## src/rtl/arb_pkg.sv

```systemverilog
// Shared types and helpers for the round-robin arbiter.
package arb_pkg;

  typedef enum logic [0:0] {
    IDLE = 1'b0,
    LOCK = 1'b1
  } arb_st_t;

  // Increment an index and wrap it modulo size. Size need not be a power of two.
  function automatic int unsigned next_idx(input int unsigned idx, input int unsigned size);
    return (idx + 1 >= size) ? 0 : idx + 1;
  endfunction

endpackage

```

## src/rtl/rr_prio_enc.sv

```systemverilog
// Rotating priority encoder: picks the first asserted request at or after ptr_i, cyclically.
module rr_prio_enc #(
  parameter int SIZE  = 2,
  parameter int IDX_W = $clog2(SIZE)
) (
  input  logic [SIZE-1:0]  req_i,
  input  logic [IDX_W-1:0] ptr_i,
  output logic [IDX_W-1:0] sel_o,
  output logic             any_o
);

  logic [IDX_W:0] k;

  // Scan from the farthest slot back to ptr so the closest request wins.
  always_comb begin
    sel_o = ptr_i;
    k     = '0;
    for (int j = SIZE - 1; j >= 0; j--) begin
      k = {1'b0, ptr_i} + (IDX_W + 1)'(j);
      if (k >= (IDX_W + 1)'(SIZE)) k = k - (IDX_W + 1)'(SIZE);
      if (req_i[k[IDX_W-1:0]]) sel_o = k[IDX_W-1:0];
    end
  end

  assign any_o = |req_i;

endmodule

```

## src/rtl/arb_rr.sv

```systemverilog
// Round-robin arbiter sharing one valid/ready consumer between SIZE producers;
// the winner's index is prepended to its data, optionally locked until an eot beat.
module arb_rr
  import arb_pkg::*;
#(
  parameter int SIZE    = 2,
  parameter int DIN_W   = 16,
  parameter int EOT_EN  = 0,
  parameter int EOT_POS = 15,
  parameter int IDX_W   = $clog2(SIZE)
) (
  input  logic                        clk,
  input  logic                        rst,
  input  logic [SIZE-1:0]             din_valid_i,
  input  logic [SIZE-1:0][DIN_W-1:0]  din_data_i,
  output logic [SIZE-1:0]             din_ready_o,
  output logic                        dout_valid_o,
  output logic [IDX_W+DIN_W-1:0]      dout_data_o,
  input  logic                        dout_ready_i
);

  arb_st_t          st_q, st_d;
  logic [IDX_W-1:0] ptr_q, ptr_d;
  logic [IDX_W-1:0] lck_q, lck_d;

  logic [IDX_W-1:0] enc_sel;
  logic             enc_any;
  logic [IDX_W-1:0] sel;
  logic [DIN_W-1:0] sel_data;
  logic             hs;
  logic             eot;
  logic             release_grant;

  rr_prio_enc #(
    .SIZE  (SIZE),
    .IDX_W (IDX_W)
  ) u_enc (
    .req_i (din_valid_i),
    .ptr_i (ptr_q),
    .sel_o (enc_sel),
    .any_o (enc_any)
  );

  assign sel           = (st_q == LOCK) ? lck_q : enc_sel;
  assign sel_data      = din_data_i[sel];
  assign dout_valid_o  = (st_q == LOCK) ? din_valid_i[lck_q] : enc_any;
  assign dout_data_o   = {sel, sel_data};
  assign hs            = dout_valid_o & dout_ready_i;
  assign eot           = (EOT_EN != 0) && sel_data[EOT_POS];
  assign release_grant = (EOT_EN == 0) || eot;

  always_comb begin
    for (int i = 0; i < SIZE; i++) begin
      din_ready_o[i] = dout_ready_i & (sel == IDX_W'(i)) & din_valid_i[sel];
    end
  end

  // A stalled IDLE grant is locked too, so dout_data_o cannot change while valid.
  always_comb begin
    st_d  = st_q;
    ptr_d = ptr_q;
    lck_d = lck_q;
    case (st_q)
      IDLE: begin
        if (hs && release_grant) begin
          ptr_d = IDX_W'(next_idx(32'(sel), SIZE));
        end else if (dout_valid_o) begin
          lck_d = sel;
          st_d  = LOCK;
        end
      end
      LOCK: begin
        if (hs && release_grant) begin
          ptr_d = IDX_W'(next_idx(32'(lck_q), SIZE));
          st_d  = IDLE;
        end
      end
      default: st_d = IDLE;
    endcase
  end

  always_ff @(posedge clk or negedge rst) begin
    if (!rst) begin
      st_q  <= IDLE;
      ptr_q <= '0;
      lck_q <= '0;
    end else begin
      st_q  <= st_d;
      ptr_q <= ptr_d;
      lck_q <= lck_d;
    end
  end

endmodule

```

## config.mk

```make
export PLATFORM = sky130hd
export DESIGN_NAME = arb_rr
export DESIGN_NICKNAME = d
export VERILOG_FILES = /design/src/rtl/arb_pkg.sv /design/src/rtl/rr_prio_enc.sv /design/src/rtl/arb_rr.sv
export SDC_FILE = /design/constraint.sdc
export NUM_CORES = 1
export LEC_CHECK = 0
export BUFFER_PORTS_ARGS = -buffer_cell sky130_fd_sc_hd__buf_2
export CORE_MARGIN = 10
export CORE_UTILIZATION = 29
export CTS_CLUSTER_SIZE = 24
export DETAILED_ROUTE_END_ITERATION = 6
export GPL_TIMING_DRIVEN = 0
export PLACE_DENSITY = 0.86
export SLEW_MARGIN = 20
export SYNTH_ARGS = -nofsm -noshare
export SYNTH_HDL_FRONTEND = slang
export SYNTH_SLANG_ARGS = --single-unit
```

## constraint.sdc

```tcl
create_clock -name clk -period 2.3 [get_ports clk]
set_clock_uncertainty 0.15 [all_clocks]
set_input_delay 0.46 -clock clk [delete_from_list [all_inputs] [get_ports clk]]
set_output_delay 0.46 -clock clk [all_outputs]
set_load 0.1 [all_outputs]
```

==> results of run 1 <==
==> final cells by class <==
cell class,count,area (um^2)
plain buffers,3,30.0
clock buffers,4,26.3
fillers,116,425
multi-input cells,36,320
flip-flops and latches,3,76.3
well taps,15,18.8
repair buffers,59,420
==> worst max-delay path, cell delays in order <==
cell and delay, ps:
buf_2 140, a21boi_2 170, o31ai_4 210, buf_4 200, mux2_2 350, buf_6 190
==> cell usage in the layout (no fill, tap or decap), types with 2 or more instances in the layout <==
cell / netlist / routed
buf_6: 1 / 18
dfrtp_1: 3 / 2
buf_4: 2 / 4
a31oi_1: 2 / 2
clkbuf_4: 0 / 4
nor2_1: 5 / 4
a21oi_1: 2 / 2
mux2_2: 8 / 15
nand2_1: 3 / 3
buf_2: 0 / 37
==> kinds of logic after synthesis <==
group	synth area share, %
buffers and inverters	6.40
multiplexers	46.3
AND/OR/NAND/NOR	10.4
AO/OA/AOI/OAI	18.6
flip-flops	18.3
==> report_power, final <==
part | internal, mW | leakage (nW) | total, mW | switching [mW]
combinational | 0.359 | 0.408 | 1.19 | 0.833
sequential | 0.0729 | 0.0330 | 0.0985 | 0.0256
clock | 0.0650 | 0.0150 | 0.0914 | 0.0265
==> stage by stage <==
step | hold slack, ps | worst slack [ps] | instances | setup TNS, ps
6_report | 339 | -31.7 | 120 | -263
3_3_place_gp | 105 | -398 | 112 | -5620
4_1_cts | 339 | -28.5 | 120 | -204
3_5_place_dp | 109 | -418 | 112 | -5970
2_1_floorplan | 14.4 | -89.1 | 42 | -675
5_1_grt | 368 | -101 | 120 | -1410
==> worst paths after layout <==
| path | end |
|---|---|
| setup / recovery | dout_data_o[9] |
| hold reg to reg | register |
| setup reg to reg | ptr_q |
| max in group asynchronous | asynchronous set/reset pin |
| min in group asynchronous | ptr_q |
| hold / removal | ptr_q |
==> metal layers <==
metal	share of wire, %	GRT usage, %	up-vias
met3	14	5.88	4
met2	52	18.6	45
met1	33	9.63	265
met4	1.4	6.04	0
li1	-	-	282
met5	0	0	-
==> Yosys cell counts <==
master | count | area share [%]
a31oi_1 | 2 | 3.0
dfrtp_1 | 3 | 18
o31ai_4 | 1 | 5.2
a41oi_1 | 1 | 2.1
nand2_1 | 3 | 2.7
and3_1 | 1 | 1.5
buf_6 | 1 | 2.7
o21ai_0 | 1 | 1.2
mux2_1 | 8 | 22
mux2i_1 | 1 | 2.4
buf_4 | 2 | 3.7
nand2b_1 | 1 | 1.5
nor2_1 | 5 | 4.6
a21oi_1 | 2 | 2.4
o2111a_1 | 1 | 2.7
mux2_2 | 8 | 22
a21boi_1 | 1 | 1.8
==> repair_timing <==
item | 4_1_cts | 5_1_grt
setup buffers | 3 | 0
hold buffers | 1 | 0
pin swaps | 1 | 0
endpoints found under the setup margin | 18 | 18
resized for setup | 34 | 3
endpoints found under the hold margin | 3 | 0
==> results by group, run 1 <==
STA
  • Unrepaired setup endpoints after global routing: true
  • Worst-Margin Slew: 490 ps
  • Period minus WS final: 2330 ps
  • Fin. max-slew vios: 0
  • Final Hold Fails: 0
  • Slew Limit Headroom: 67.5%
  • Final setup viols: 13
  • Part of the cycle the worst path needs: 101%
  • Final worst slack: -31.7 ps
  • Max Clk Rate: 0.429 GHz

Clock tree
  • Root Driver: clkbuf_4
  • TritonCTS clock tree: built
  • Clock Sink Count: 3
  • Clk_lat worst skew: 230 ps
  • # H-tree levels: 1
  • Reg clk slew, reported paths: 30 ps
  • CTS Buf Count: 3
  • CTS max path bufs: 2

Die
  • Die area: 3320 um^2
  • Chip height: 57.6 um
  • Cell row count: 13
  • Die width: 57.6 um
  • Num ports: 57
  • Area of the core: 1320 um^2
  • Starting Density: 31.1%

Run
  • Maxcap violations: 0

Setup path
  • Worst EP required: 1690 ps
  • Crit start category: input pin
  • Setup crit start: din_valid_i[0]
  • Arrival time at the worst endpoint: 1720 ps
  • Setup Crit Path Kind: in -> out
  • CP max FO: 7
  • Reg2Reg Setup Slack: 1140 ps
  • CP endpoint kind: primary output
  • Worst Reg-to-Reg Cells: 3

Run status
  • Failing checks: setup timing
  • Status: finished with violations

Global routing
  • Vias in the first global route: 646
  • Initial antenna violation count: 0
  • First-pass GRT wire length: 2860 um
  • Largest net degree at the start of global routing: 11
  • Grt total ovfl: 0
  • GRT Util Overall: 10.7%

Pwr
  • PD cells: 1550 nW/um^2
  • P_leak: 0.456 nW
  • Pwr Total: 1.38 mW
  • VDD IR-drop max: 0.894 mV

Detailed routing
  • DR WL/cell: 15.7 um
  • Vias: 596
  • Final wirelength: 1880 um
  • DRT antenna net count: 0
  • Number of DRC markers in iteration 0: 12
  • Vias per cell: 4.97
  • Drt first pass iters: 4
  • DRC viols: 0

Synthesis
  • Syn nets: 79
  • Netlist Area Pre-Place: 410 um^2
  • Synth unique cells: 17
  • Cells after Synth: 42
  • Synth Register Bits: 3
  • Synth Area per Inst: 9.77 um^2
  • Ys Warns: 0
  • Seq/Total Area, Yosys: 18.3%

Placement
  • Placement Cell Area: 719 um^2
  • Final Wtd Congestion: 0.721
  • Hpwl dp: 1530 um
  • I/O Buffers: 55

Worst hold path
  • Hold path startpoint: din_valid_i[1]
  • Hold path depth: 2
  • Worst Hold Class: in -> reg

Layout
  • Final core utilization: 67.7%
  • Share of cells above drive strength 1: 81.0%
  • Area added between synthesis and finish: 117%
  • Final Net Count: 143
  • Final Instance Area: 892 um^2
  • N_diodes: 0
Power figures use the tool's default switching activity.
==> inputs of run 2 (changes only) <==
--- a/config.mk
+++ b/config.mk
@@ -12,6 +12,7 @@
 export DETAILED_ROUTE_END_ITERATION = 6
 export GPL_TIMING_DRIVEN = 0
 export PLACE_DENSITY = 0.86
+export REMOVE_ABC_BUFFERS = 1
 export SLEW_MARGIN = 20
 export SYNTH_ARGS = -nofsm -noshare
 export SYNTH_HDL_FRONTEND = slang
==> run 2 against run 1 <==
Compared with the run above: the flow still finishes with violations (setup timing); clock power increased by 12%; wire length increased by 37%; core utilization increased by 18 points; sequential cell count unchanged; sequential power increased by 9.6%; combinational power increased by 23%; sequential share of layout area decreased by 1.7 points; die area unchanged; largest power group unchanged; hold slack improved by 58 ps.
==> results by group, run 2 (synthesis results as in run 1) <==
Run status
  • Status: finished with violations
  • Failing checks: setup timing

Detailed routing
  • Vias per cell: 5.10
  • DRC viols: 0
  • DRT antenna net count: 0
  • Final wirelength: 2580 um
  • Met2 wire len: 1560 um
  • DR WL/cell: 21.1 um
  • Drt first pass iters: 4
  • Metal-1 WL: 793 um
  • Number of DRC markers in iteration 0: 11
  • Vias: 622
  • Routed length on met3: 188 um
  • Top Layer Used: met4

Layout
  • Final core utilization: 85.5%
  • Final Net Count: 145
  • N_diodes: 0
  • Multi-input logic area: 390 um^2
  • Area taken by flip-flops and latches: 77.6 um^2
  • Area added between synthesis and finish: 174%
  • FILL cells: 73
  • Most common cell after layout, fill and taps aside: buf_2
  • Share of cells above drive strength 1: 82.2%
  • Non-Filler Instances: 122
  • Most frequent cells in the layout: buf_2 (37), mux2_4 (16), buf_12 (16), buf_4 (5)

Setup path
  • Worst Reg-to-Reg Cells: 4
  • Arrival time at the worst endpoint: 1730 ps
  • CP max FO: 8
  • CP endpoint kind: primary output
  • R2R Path End: ptr_q
  • Crit path to: dout_data_o[5]
  • Reg2Reg Setup Slack: 1030 ps
  • Worst EP required: 1690 ps
  • Crit start category: register
  • Setup Crit Path Kind: reg -> out

Placement
  • Final Wtd Congestion: 0.827
  • Placed insts: 110
  • I/O Buffers: 56
  • Hpwl dp: 1560 um

Global routing
  • Initial antenna violation count: 0
  • Largest net degree at the start of global routing: 11
  • Grt total ovfl: 0
  • First-pass GRT wire length: 3560 um
  • GRT Util Overall: 13.4%
  • Vias in the first global route: 748

Pwr
  • P_leak: 0.594 nW
  • P_sw: 0.983 mW
  • P_int: 0.691 mW
  • Clk pwr share: 6.1%
  • Switching part of the total power: 58.7%
  • Power share of the combinational group: 87.4%
  • PD cells: 1490 nW/um^2
  • Flop pwr share: 6.5%
  • VDD IR-drop max: 0.988 mV

Die
  • Cell row count: 13
  • Die width: 57.6 um
  • Chip height: 57.6 um
  • Starting Density: 31.1%
  • Area of the core: 1320 um^2
  • Die area: 3320 um^2
  • Num ports: 57

Clock tree
  • Clock Sink Count: 3
  • TritonCTS clock tree: built
  • Root Driver: clkbuf_4
  • Reg clk slew, reported paths: 40 ps
  • # H-tree levels: 1
  • CTS Buf Count: 3
  • Clk_lat worst skew: 250 ps
  • CTS max path bufs: 2

STA
  • Max Clk Rate: 0.427 GHz
  • Fin. max-slew vios: 0
  • Worst-Margin Slew: 490 ps
  • Slew Limit Headroom: 67.6%
  • Part of the cycle the worst path needs: 102%
  • Unrepaired setup endpoints after global routing: true
  • Final Hold Fails: 0
  • Final worst slack: -44.2 ps
  • Period minus WS final: 2340 ps
  • Setup TNS: -351 ps
  • Final hold slack: 397 ps
  • Final setup viols: 13

Run
  • Maxcap violations: 0

Worst hold path
  • Worst Hold Class: in -> async
run 2: cell count changes in the layout (fill, tap and decap cells not counted), sizes merged:
cell,change
buf,+3
clkbuf,-1
run 2: worst min path at each step:
stage	end	slack, ps	start	cells after the start
6_report	ptr_q	400	rst	2
5_1_grt	lck_q	400	din_valid_i[0]	3
4_1_cts	register	340	dout_ready_i	2
3_5_place_dp	ptr_q	110	rst	1
3_3_place_gp	ptr_q	100	rst	1
2_1_floorplan	asynchronous set/reset pin	10	rst	0
run 2: cell type report:
| type | instances | share of cell area (%) |
|---|---|---|
| sequential | 3 | 6.89 |
| multi-input combinational | 36 | 34.7 |
| tap | 15 | 1.67 |
| timing repair buffer | 64 | 54.4 |
| clock buffer | 4 | 2.33 |
run 2: through the flow:
step	area (um^2)	setup WS [ps]	power [mW]
finish	1130	-44.2	1.67
CTS	1020	-92.5	1.55
global placement	683	-427	1.08
global route	1130	-90.5	1.72
detailed placement	683	-470	1.09
floorplan	384	-1080	0.951
run 2: timing repair:
item                       4_1_cts  5_1_grt
resized for setup               67       38
hold buffers                     1        0
hold endpoints to repair         3        0
cloned                           1        0
setup buffers                    6        2
pin swaps                        1        1
setup endpoints to repair       18       18
run 2: per-layer routing:
metal | track usage (%) | vias to the layer above
met5 | 0 | -
met4 | 4.36 | 0
met3 | 6.10 | 4
met2 | 27.0 | 31
met1 | 11.0 | 299
li1 | - | 288
run 2: power groups by stage:
stage | clock network (mW) | logic, mW | registers, mW
2_1_floorplan | 0 | 0.858 | 0.0928
3_3_place_gp | 0 | 0.981 | 0.0970
3_5_place_dp | 0 | 0.992 | 0.0979
4_1_cts | 0.0957 | 1.35 | 0.103
5_1_grt | 0.110 | 1.50 | 0.112
6_report | 0.102 | 1.46 | 0.108
run 2: critical path: stages, from the launching register on:
cell	delay, ps
dfrtp_2	440
o31ai_4	330
buf_6	210
mux2_4	330
buf_12	170
==> inputs of run 3 (changes only) <==
--- a/config.mk
+++ b/config.mk
@@ -12,6 +12,7 @@
 export DETAILED_ROUTE_END_ITERATION = 6
 export GPL_TIMING_DRIVEN = 0
 export PLACE_DENSITY = 0.86
+export RECOVER_POWER = 50
 export REMOVE_ABC_BUFFERS = 1
 export SLEW_MARGIN = 20
 export SYNTH_ARGS = -nofsm -noshare
==> run 3 against run 2 <==
Compared with the run above: the flow still finishes with violations (setup timing); die area stayed put; count of clock-buffer cells in the layout stayed put; wire length is 0.19% lower; global-route usage stayed put; clock power hardly changed; cell area is 0.11% lower; critical endpoint unchanged; hold slack better by 5.3 ps; combinational power hardly changed.
==> results by group, run 3 (synthesis results as in run 1) <==
Run status
  • Status: finished with violations
  • Failing checks: setup timing

Setup path
  • CP max FO: 8
  • Crit start category: register
  • Setup Crit Path Kind: reg -> out
  • Reg2Reg Setup Slack: 1040 ps
  • R2R Path End: ptr_q
  • Slowest-stage cell, CP: dfrtp_2
  • Buf/Inv on CP: 2
  • Worst Reg-to-Reg Cells: 4
  • Slowest stage delay, CP: 440 ps
  • Arrival time at the worst endpoint: 1730 ps
  • Worst EP required: 1690 ps
  • Worst path cell trace: o31ai_4 -> buf_6 -> mux2_4 -> buf_12
  • CP endpoint kind: primary output
  • CP top delay family: flip-flops

STA
  • Fin. max-slew vios: 0
  • Final setup viols: 13
  • Final Hold Fails: 0
  • Part of the cycle the worst path needs: 102%
  • Period minus WS final: 2340 ps
  • Worst-Margin Slew: 488 ps
  • Slew Limit Headroom: 67.7%
  • Setup TNS: -332 ps
  • Final worst slack: -42.6 ps
  • Unrepaired setup endpoints after global routing: true
  • Max Clk Rate: 0.427 GHz

Die
  • Chip height: 57.6 um
  • Num ports: 57
  • Starting Density: 31.1%
  • Die area: 3320 um^2
  • Cell row count: 13
  • Area of the core: 1320 um^2
  • Die width: 57.6 um

Clock tree
  • TritonCTS clock tree: built
  • CTS Buf Count: 3
  • # H-tree levels: 1
  • Reg clk slew, reported paths: 40 ps
  • Clock Sink Count: 3
  • Root Driver: clkbuf_4
  • CTS max path bufs: 2
  • Clk_lat worst skew: 250 ps

Pwr
  • Power share of the combinational group: 87.5%
  • VDD IR-drop max: 0.988 mV
  • P_leak: 0.591 nW
  • Switching part of the total power: 58.7%
  • P_sw: 0.983 mW
  • P_int: 0.691 mW
  • Clk pwr share: 6.1%
  • PD cells: 1490 nW/um^2
  • Flop pwr share: 6.5%
  • Pwr Total: 1.67 mW

Placement
  • Hpwl dp: 1560 um
  • Placement Cell Area: 683 um^2
  • Final Wtd Congestion: 0.827
  • I/O Buffers: 56

Layout
  • FILL cells: 74
  • Most frequent cells in the layout: buf_2 (36), mux2_4 (16), buf_12 (16), buf_4 (5)
  • Share of cells above drive strength 1: 81.3%
  • Final Net Count: 145
  • Final Instance Area: 1120 um^2
  • N_diodes: 0
  • Multi-input logic area: 390 um^2
  • Area added between synthesis and finish: 174%
  • Most common cell after layout, fill and taps aside: buf_2
  • Area taken by flip-flops and latches: 77.6 um^2

Global routing
  • Met2 Use GR: 27.0%
  • Grt met1 use: 11.0%
  • Vias in the first global route: 748
  • Most used routing layer: met2
  • GRT Util Overall: 13.4%
  • Met3 Track Usage GR: 6.10%
  • Largest net degree at the start of global routing: 11
  • First-pass GRT wire length: 3560 um
  • Grt total ovfl: 0
  • Initial antenna violation count: 0

Worst hold path
  • Worst Hold Class: in -> reg
  • Hold path startpoint: din_valid_i[0]
  • Hold endpoint: lck_q
  • Hold path depth: 3

Detailed routing
  • Final wirelength: 2580 um
  • Vias per cell: 5.15
  • DR WL/cell: 21.1 um
  • DRC viols: 0
  • DRT antenna net count: 0
  • Drt first pass iters: 4
  • Number of DRC markers in iteration 0: 11
  • Vias: 628

Run
  • Maxcap violations: 0
run 3: final cells by class:
| class | count | share of cell area [%] |
|---|---|---|
| repair buffers | 64 | 54.4 |
| multi-input cells | 36 | 34.7 |
| flip-flops and latches | 3 | 6.90 |
| clock buffers | 4 | 2.34 |
| well taps | 15 | 1.67 |
run 3: what timing repair did:
item                                    in CTS  in global routing
endpoints found under the setup margin      18                 18
gates resized for setup                     67                 38
buffers inserted                             6                  2
cloned                                       1                  0
pin swaps                                    1                  1
hold endpoints to repair                     3                  0
hold buffers                                 1                  0
run 3: per-layer routing:
layer / part of all wire, % / wire length, um / vias up
met4: 1.6 / 42 / 0
li1: - / - / 288
met5: 0 / 0 / -
met3: 7.5 / 194 / 4
met1: 30 / 770 / 307
met2: 61 / 1570 / 29
run 3: metrics by stage:
stage	util (%)	instances	worst slack, ps	hold WS, ps
after floorplan	-	39	-1080	14.4
after global placement	51.9	110	-427	105
after detailed placement	51.9	110	-470	109
after CTS	77.3	122	-92.5	341
after global routing	85.4	122	-90.5	405
final	85.4	122	-42.6	402
run 3: power by group through the flow:
stage	logic, mW	clock network (mW)	registers, mW
floorplan	0.858	0	0.0928
global placement	0.981	0	0.0970
detailed placement	0.992	0	0.0979
CTS	1.35	0.0957	0.103
global route	1.50	0.110	0.112
finish	1.46	0.102	0.108
run 3: worst min-delay path: cells and delay by family:
kind                   cells  cell delay [ps]
buffers and inverters      2              200
AOI/OAI and AO/OA          1               90
run 3: worst max path at each step:
stage,startpoint,to,cells after the start
floorplan,din_valid_i[0],din_ready_o[1],3
global placement,din_valid_i[1],dout_data_o[9],5
detailed placement,din_valid_i[1],dout_data_o[0],5
CTS,ptr_q,dout_data_o[0],6
global route,ptr_q,dout_data_o[5],5
finish,register,dout_data_o[5],4
